$ cat config.mk
export PLATFORM = sky130hd
export DESIGN_NAME = des_key_sched
export DESIGN_NICKNAME = d
export VERILOG_FILES = /design/src/rtl/des_pkg.sv /design/src/rtl/key_perm1.sv /design/src/rtl/key_perm2.sv /design/src/rtl/des_key_sched.sv
export SDC_FILE = /design/constraint.sdc
export NUM_CORES = 1
export LEC_CHECK = 0
export CORE_UTILIZATION = 47
export CTS_CLUSTER_DIAMETER = 40
export DETAILED_ROUTE_END_ITERATION = 16
export HOLD_SLACK_MARGIN = 0.15
export PLACE_DENSITY = 0.78
export SLEW_MARGIN = 40
export SYNTH_ARGS = -nofsm -noshare
export SYNTH_HDL_FRONTEND = slang
export SYNTH_SLANG_ARGS = --single-unit
export TNS_END_PERCENT = 30
$ cat constraint.sdc
create_clock -name clk -period 2.52 [get_ports clk]
set_input_delay 0.252 -clock clk [delete_from_list [all_inputs] [get_ports clk]]
set_output_delay 0.252 -clock clk [all_outputs]
set_load 0.03 [all_outputs]
$ cat src/rtl/des_pkg.sv
// Shared constants, enums, permutation tables and shift schedule for the
// DES key scheduler. Bit positions in tables use DES numbering (1 = MSB).
package des_pkg;

  localparam int KEY_W = 64;
  localparam int CD_W  = 28;
  localparam int SK_W  = 48;

  typedef enum logic {
    ENC = 1'b0,
    DEC = 1'b1
  } dir_e;

  typedef enum logic {
    IDLE = 1'b0,
    RUN  = 1'b1
  } state_e;

  // PC-1: 56 entries, C half first then D half.
  localparam int PC1_TAB [56] = '{
    57, 49, 41, 33, 25, 17,  9,
     1, 58, 50, 42, 34, 26, 18,
    10,  2, 59, 51, 43, 35, 27,
    19, 11,  3, 60, 52, 44, 36,
    63, 55, 47, 39, 31, 23, 15,
     7, 62, 54, 46, 38, 30, 22,
    14,  6, 61, 53, 45, 37, 29,
    21, 13,  5, 28, 20, 12,  4
  };

  // PC-2: positions into the 56-bit {C,D}.
  localparam int PC2_TAB [48] = '{
    14, 17, 11, 24,  1,  5,
     3, 28, 15,  6, 21, 10,
    23, 19, 12,  4, 26,  8,
    16,  7, 27, 20, 13,  2,
    41, 52, 31, 37, 47, 55,
    30, 40, 51, 45, 33, 48,
    44, 49, 39, 56, 34, 53,
    46, 42, 50, 36, 29, 32
  };

  // Rotation amount for round r (1..16).
  function automatic logic [1:0] shifts(
    input logic [4:0] r
  );
    logic [1:0] s;
    case (r)
      5'd1, 5'd2,
      5'd9, 5'd16: s = 2'd1;
      default:     s = 2'd2;
    endcase
    return s;
  endfunction

endpackage

$ cat src/rtl/key_perm1.sv
// PC-1: selects the 56 key bits (dropping parity) into {C0,D0}.
// Ports: i_key (64-bit DES key, MSB = bit 1), o_cd (C0 in [55:28], D0 in [27:0]).
module key_perm1
  import des_pkg::*;
(
  input  logic [KEY_W-1:0]  i_key,
  output logic [2*CD_W-1:0] o_cd
);

  for (genvar g = 0; g < 2*CD_W; g++) begin : g_bit
    assign o_cd[2*CD_W-1-g] = i_key[KEY_W-PC1_TAB[g]];
  end

  // Parity bits 8,16,..,64 never reach the schedule.
  logic w_unused_parity;
  assign w_unused_parity = ^{i_key[56], i_key[48],
                             i_key[40], i_key[32],
                             i_key[24], i_key[16],
                             i_key[8],  i_key[0]};

endmodule

$ cat src/rtl/key_perm2.sv
// PC-2: compresses {C,D} (56 bits) into one 48-bit round subkey.
// Ports: i_cd ({C,D}, MSB = bit 1), o_sk (subkey, MSB = bit 1).
module key_perm2
  import des_pkg::*;
(
  input  logic [2*CD_W-1:0] i_cd,
  output logic [SK_W-1:0]   o_sk
);

  for (genvar g = 0; g < SK_W; g++) begin : g_bit
    assign o_sk[SK_W-1-g] = i_cd[2*CD_W-PC2_TAB[g]];
  end

  // Positions 9,18,22,25,35,38,43,54 are dropped by PC-2.
  logic w_unused_drop;
  assign w_unused_drop = ^{i_cd[47], i_cd[38],
                           i_cd[34], i_cd[31],
                           i_cd[21], i_cd[18],
                           i_cd[13], i_cd[2]};

endmodule

$ cat src/rtl/des_key_sched.sv
// Streaming DES round-key generator: one key in, 16 subkeys out (K1..K16
// encrypt, K16..K1 decrypt) over a valid/ready handshake.
// Ports: clk/rst (sync, active high); key_in/decrypt/key_valid/key_ready
// key load; subkey_out/subkey_round/subkey_last/subkey_valid/subkey_ready
// subkey stream.
module des_key_sched #(
  parameter int KEY_W = 64,
  parameter int SK_W  = 48
) (
  input  logic             clk,
  input  logic             rst,
  input  logic [KEY_W-1:0] key_in,
  input  logic             decrypt,
  input  logic             key_valid,
  output logic             key_ready,
  output logic [SK_W-1:0]  subkey_out,
  output logic [3:0]       subkey_round,
  output logic             subkey_last,
  output logic             subkey_valid,
  input  logic             subkey_ready
);

  import des_pkg::*;

  state_e            r_state;
  dir_e              r_dir;
  logic [CD_W-1:0]   r_c;
  logic [CD_W-1:0]   r_d;
  logic [4:0]        r_cnt;
  logic              r_key_ready;
  logic              r_valid;
  logic              r_last;
  logic [3:0]        r_round;
  logic [SK_W-1:0]   r_sk;

  logic [2*CD_W-1:0] w_cd0;
  logic [CD_W-1:0]   w_c0;
  logic [CD_W-1:0]   w_d0;
  logic [CD_W-1:0]   w_c_nx;
  logic [CD_W-1:0]   w_d_nx;
  logic [SK_W-1:0]   w_sk_nx;
  logic              w_load;
  logic              w_adv;
  logic              w_enc_adv;
  logic              w_dec_adv;
  logic [4:0]        w_idx;
  logic              w_two;

  function automatic logic [CD_W-1:0] rotl(
    input logic [CD_W-1:0] x,
    input logic            two
  );
    return two ? {x[CD_W-3:0], x[CD_W-1:CD_W-2]}
               : {x[CD_W-2:0], x[CD_W-1]};
  endfunction

  function automatic logic [CD_W-1:0] rotr(
    input logic [CD_W-1:0] x,
    input logic            two
  );
    return two ? {x[1:0], x[CD_W-1:2]}
               : {x[0], x[CD_W-1:1]};
  endfunction

  key_perm1 u_pc1 (
    .i_key (key_in),
    .o_cd  (w_cd0)
  );

  assign w_c0 = w_cd0[2*CD_W-1:CD_W];
  assign w_d0 = w_cd0[CD_W-1:0];

  assign w_load = (r_state == IDLE) & key_valid;
  assign w_adv  = (r_state == RUN) & subkey_ready
                & (r_cnt != 5'd16);
  assign w_enc_adv = w_adv & (r_dir == ENC);
  assign w_dec_adv = w_adv & (r_dir == DEC);

  // Encrypt steps forward through the table; decrypt undoes the shift
  // that produced the current round, walking the table backwards.
  assign w_idx = (r_dir == ENC) ? r_cnt + 5'd1
                                : 5'd17 - r_cnt;
  assign w_two = (shifts(w_idx) == 2'd2);

  always_comb begin
    w_c_nx = r_c;
    w_d_nx = r_d;
    unique case (1'b1)
      w_load & ~decrypt: begin
        w_c_nx = rotl(w_c0, 1'b0);
        w_d_nx = rotl(w_d0, 1'b0);
      end
      w_load & decrypt: begin
        // Full 28-bit cycle means C16/D16 equal C0/D0.
        w_c_nx = w_c0;
        w_d_nx = w_d0;
      end
      w_enc_adv: begin
        w_c_nx = rotl(r_c, w_two);
        w_d_nx = rotl(r_d, w_two);
      end
      w_dec_adv: begin
        w_c_nx = rotr(r_c, w_two);
        w_d_nx = rotr(r_d, w_two);
      end
      default: begin
        w_c_nx = r_c;
        w_d_nx = r_d;
      end
    endcase
  end

  key_perm2 u_pc2 (
    .i_cd ({w_c_nx, w_d_nx}),
    .o_sk (w_sk_nx)
  );

  always_ff @(posedge clk) begin
    if (rst) begin
      r_state     <= IDLE;
      r_dir       <= ENC;
      r_c         <= '0;
      r_d         <= '0;
      r_cnt       <= '0;
      r_key_ready <= 1'b1;
      r_valid     <= 1'b0;
      r_last      <= 1'b0;
      r_round     <= '0;
      r_sk        <= '0;
    end else begin
      case (r_state)
        IDLE: begin
          if (key_valid) begin
            r_state     <= RUN;
            r_dir       <= dir_e'(decrypt);
            r_c         <= w_c_nx;
            r_d         <= w_d_nx;
            r_cnt       <= 5'd1;
            r_sk        <= w_sk_nx;
            r_round     <= decrypt ? 4'd15 : 4'd0;
            r_last      <= 1'b0;
            r_valid     <= 1'b1;
            r_key_ready <= 1'b0;
          end
        end
        RUN: begin
          if (subkey_ready) begin
            if (r_cnt == 5'd16) begin
              r_state     <= IDLE;
              r_valid     <= 1'b0;
              r_last      <= 1'b0;
              r_key_ready <= 1'b1;
            end else begin
              r_c     <= w_c_nx;
              r_d     <= w_d_nx;
              r_cnt   <= r_cnt + 5'd1;
              r_sk    <= w_sk_nx;
              r_last  <= (r_cnt == 5'd15);
              r_round <= (r_dir == ENC)
                       ? r_round + 4'd1
                       : r_round - 4'd1;
            end
          end
        end
        default: begin
          r_state     <= IDLE;
          r_valid     <= 1'b0;
          r_key_ready <= 1'b1;
        end
      endcase
    end
  end

  assign key_ready    = r_key_ready;
  assign subkey_valid = r_valid;
  assign subkey_last  = r_last;
  assign subkey_round = r_round;
  assign subkey_out   = r_sk;

endmodule

==> flow_metrics.env <==
export IMPL_status="finished with violations"
export IMPL_violations="setup timing"
export IMPL_grt_pass1_wl_um=30800
export IMPL_critPathKind="register to register"
export IMPL_diodes=0
export IMPL_num_rows=40
export IMPL_synth_edf_count=0
export IMPL_p_leak_nw=2.87
export IMPL_crit_path_start_kind="register"
export IMPL_n_fill_cell=1010
export IMPL_cts_tree="built"
export IMPL_ys_ff_latch=70
export IMPL_path_clk_slew_ps=60
export IMPL_dp_hpwl_um=13400
export IMPL_min_period_over_period_pct=102
export IMPL_hp_class="input pin to register"
export IMPL_setup_viol=5
export IMPL_vias=6435
export IMPL_cp_slowest_cell="or3_4"
export IMPL_yosys_most_used_dff="dfxtp_1"
export IMPL_grt_remaining_overflow=0
export IMPL_top_layer_used="met4"
export IMPL_grt_start_max_net_pins=66
export IMPL_syn_to_final_growth_pct=31.0
export IMPL_drtAntennaViolNets=0
export IMPL_die_w_um=113
export IMPL_cp_slowest_stage_delay_ps=430
export IMPL_synth_cells=765
export IMPL_clock_sinks=70
export IMPL_maxSlewViolCount=0
export IMPL_grt_usage_pct=30.1
export IMPL_fin_ws_ps=-39.2
export IMPL_path_buf_inv=0
export IMPL_max_cap_violations=0
export IMPL_antenna_found_initial=0
export IMPL_wl_met1_um=7940
export IMPL_relSlewSlack_pct=62.6
export IMPL_cp_data_required_time_ps=2740
export IMPL_hold_buffers=0
export IMPL_dpl_worst_slack_ps=-170
export IMPL_dieHeight_um=113
export IMPL_fmax_ghz=0.391
export IMPL_fin_crit_ps=2560
export IMPL_io_buffer_count=115
export IMPL_finalHoldViolations=0
export IMPL_synth_warning_count=0
export IMPL_nets=908
export IMPL_synthArstFlopShare_pct=0
export IMPL_cp_max_fo=6
export IMPL_drt_iter0_markers=735
export IMPL_layout_common_cells="clkdlybuf4s50_1 (114), dfxtp_1 (68), nand2_1 (65)"
export IMPL_wire_per_inst_um=19.6
export IMPL_worstMarginPinSlew_ps=559
export IMPL_start_util_pct=48.3
export IMPL_synthesis_nets=842
export IMPL_met3_length_um=1860
export IMPL_rsz0062_at_grt="true"
export IMPL_gp_routability_congestion=0.901
export IMPL_yosysUniqueCellTypes=59
export IMPL_critical_path_top_delay_family="simple AND/OR/NAND/NOR gates"
export IMPL_worstSkewPairLatency_ps=340
export IMPL_cp_end_kind="register"
export IMPL_final_common_cell="clkdlybuf4s50_1"
export IMPL_final_layout_size_suffix_gt1_share_pct=15.3
export IMPL_seq_area_frac_synth_pct=24.1
export IMPL_drc_errors=0
export IMPL_cts_buffers=9
export IMPL_r2r_slack_ps=-40
export IMPL_core_region_area_um2=12100
export IMPL_totalWireLength_um=19600
export IMPL_cp_common_cell="ha_4"
export IMPL_power_density_nw_per_um2=524
export IMPL_grt_pass1_vias=6015
export IMPL_critPathArrivalTime_ps=2780
export IMPL_root_buffer="clkbuf_16"
export IMPL_cp_cell_sequence="ha_4, and3_4, ha_4, nor3b_4, a31oi_4, or3_4, nand2_8, mux2_4, a211o_1"
export IMPL_avgSynthCellArea_um2=7.61
export IMPL_multi_input_area_um2=3940
export IMPL_ctsLongestPathBuffers=2
export IMPL_ir_drop_uv=404
export IMPL_finalPower_w=0.00399
export IMPL_final_seq_area_um2=1410
export IMPL_finClkSkew_ps=7.84
export IMPL_syn_area_um2=5820
export IMPL_htree_levels=3
export IMPL_ioPinCount=124
export IMPL_avgViaCountPerCell=6.42
export IMPL_dr_wl_met2_um=9260
export IMPL_drt_pass1_iterations=6
export IMPL_die_area_um2=12800
## what timing repair did
action                                  in CTS  in global routing
gates cloned                                 0                  1
gates resized for setup                     15                 45
pin swaps                                    7                 14
buffers inserted                             2                  4
endpoints found under the setup margin      56                 53
## synth_stat cells, types with 2 or more instances
cell type	n	area, um2
mux2i_1	62	621
o21ai_0	37	185
nor3b_1	2	15.0
nand3_1	44	220
buf_1	6	22.5
and3_1	9	56.3
nand2b_1	2	12.5
buf_6	6	67.6
a31oi_1	20	125
or2_2	3	18.8
xnor2_1	5	43.8
a311oi_1	24	210
a21oi_1	56	280
nand4_1	8	50.1
a2111oi_0	3	26.3
a211oi_1	25	188
nor3_1	25	125
o21a_1	2	15.0
nor2_1	58	218
ha_1	7	87.6
dfxtp_1	70	1400
o211ai_2	2	25.0
a211o_1	14	123
a21boi_0	4	30.0
a32oi_1	2	17.5
buf_2	20	100
a21o_1	9	67.6
o211ai_1	24	180
nor2b_1	13	81.3
buf_4	50	375
mux2_2	10	113
clkbuf_1	38	143
nand2_1	66	248
or3_1	2	12.5
a2bb2oi_1	3	26.3
a41oi_1	4	35.0
inv_1	8	30.0
## report_power, final
group,switching (W),total [W],internal [W]
logic,0.000797,0.00144,0.000641
clock network,0.000486,0.00119,0.000709
registers,0.000155,0.00136,0.00121
## path summary, 6_finish.rpt
kind,start,endpoint,depth (start not counted)
setup / recovery,r_cnt[0]$_SDFFE_PP0P_,register,9
hold / removal,decrypt,r_dir$_SDFFE_PP0P_,3
setup reg to reg,r_cnt[0]$_SDFFE_PP0P_,register,9
hold reg to reg,key_ready$_SDFFE_PP1P_,key_ready$_SDFFE_PP1P_,2
## routing by layer
layer	vias up	global-route usage, %
li1	2927	-
met1	3030	40.0
met2	415	49.4
met3	63	4.23
met4	0	11.9
met5	-	0
## kinds of logic (layout without fill, tap and decap cells)
logic type,count (synthesis),in the layout,share of synthesized area (%)
AO/OA/AOI/OAI,239,239,28.2
flip-flops,70,70,24.1
multiplexers,72,72,12.6
buffers and inverters,128,198,12.7
AND/OR/NAND/NOR,242,242,19.7
XOR/XNOR,6,6,0.903
adder cells (fa/ha/maj),8,8,1.85
## per-stage QoR
stage | cells | instance area [um2] | hold slack (ps) | utilization, % | TNS, ps
2_1_floorplan | 765 | 5850 | 362 | - | 0
3_3_place_gp | 981 | 7010 | 433 | 58.1 | -1620
3_5_place_dp | 981 | 7010 | 444 | 58.1 | -4900
4_1_cts | 998 | 7390 | 408 | 61.2 | -119
5_1_grt | 1003 | 7620 | 468 | 63.2 | -1960
6_report | 1003 | 7620 | 415 | 63.2 | -85.9
## cell type report
type                            count  area share [%]
Tap cell                          168            2.76
Clock inverter                      4           0.295
Sequential cell                    70            18.5
Multi-Input combinational cell    567            51.7
Timing Repair Buffer              175            23.1
Clock buffer                       11            3.32
Inverter                            8           0.427
## worst reg2reg max path: stages, from the launching register on
cell     delay (ps)
dfxtp_4         350
ha_4            160
and3_4          180
ha_4            300
nor3b_4         230
a31oi_4          70
or3_4           430
nand2_8         130
mux2_4          310
a211o_1         280
Power figures use the tool's default switching activity.
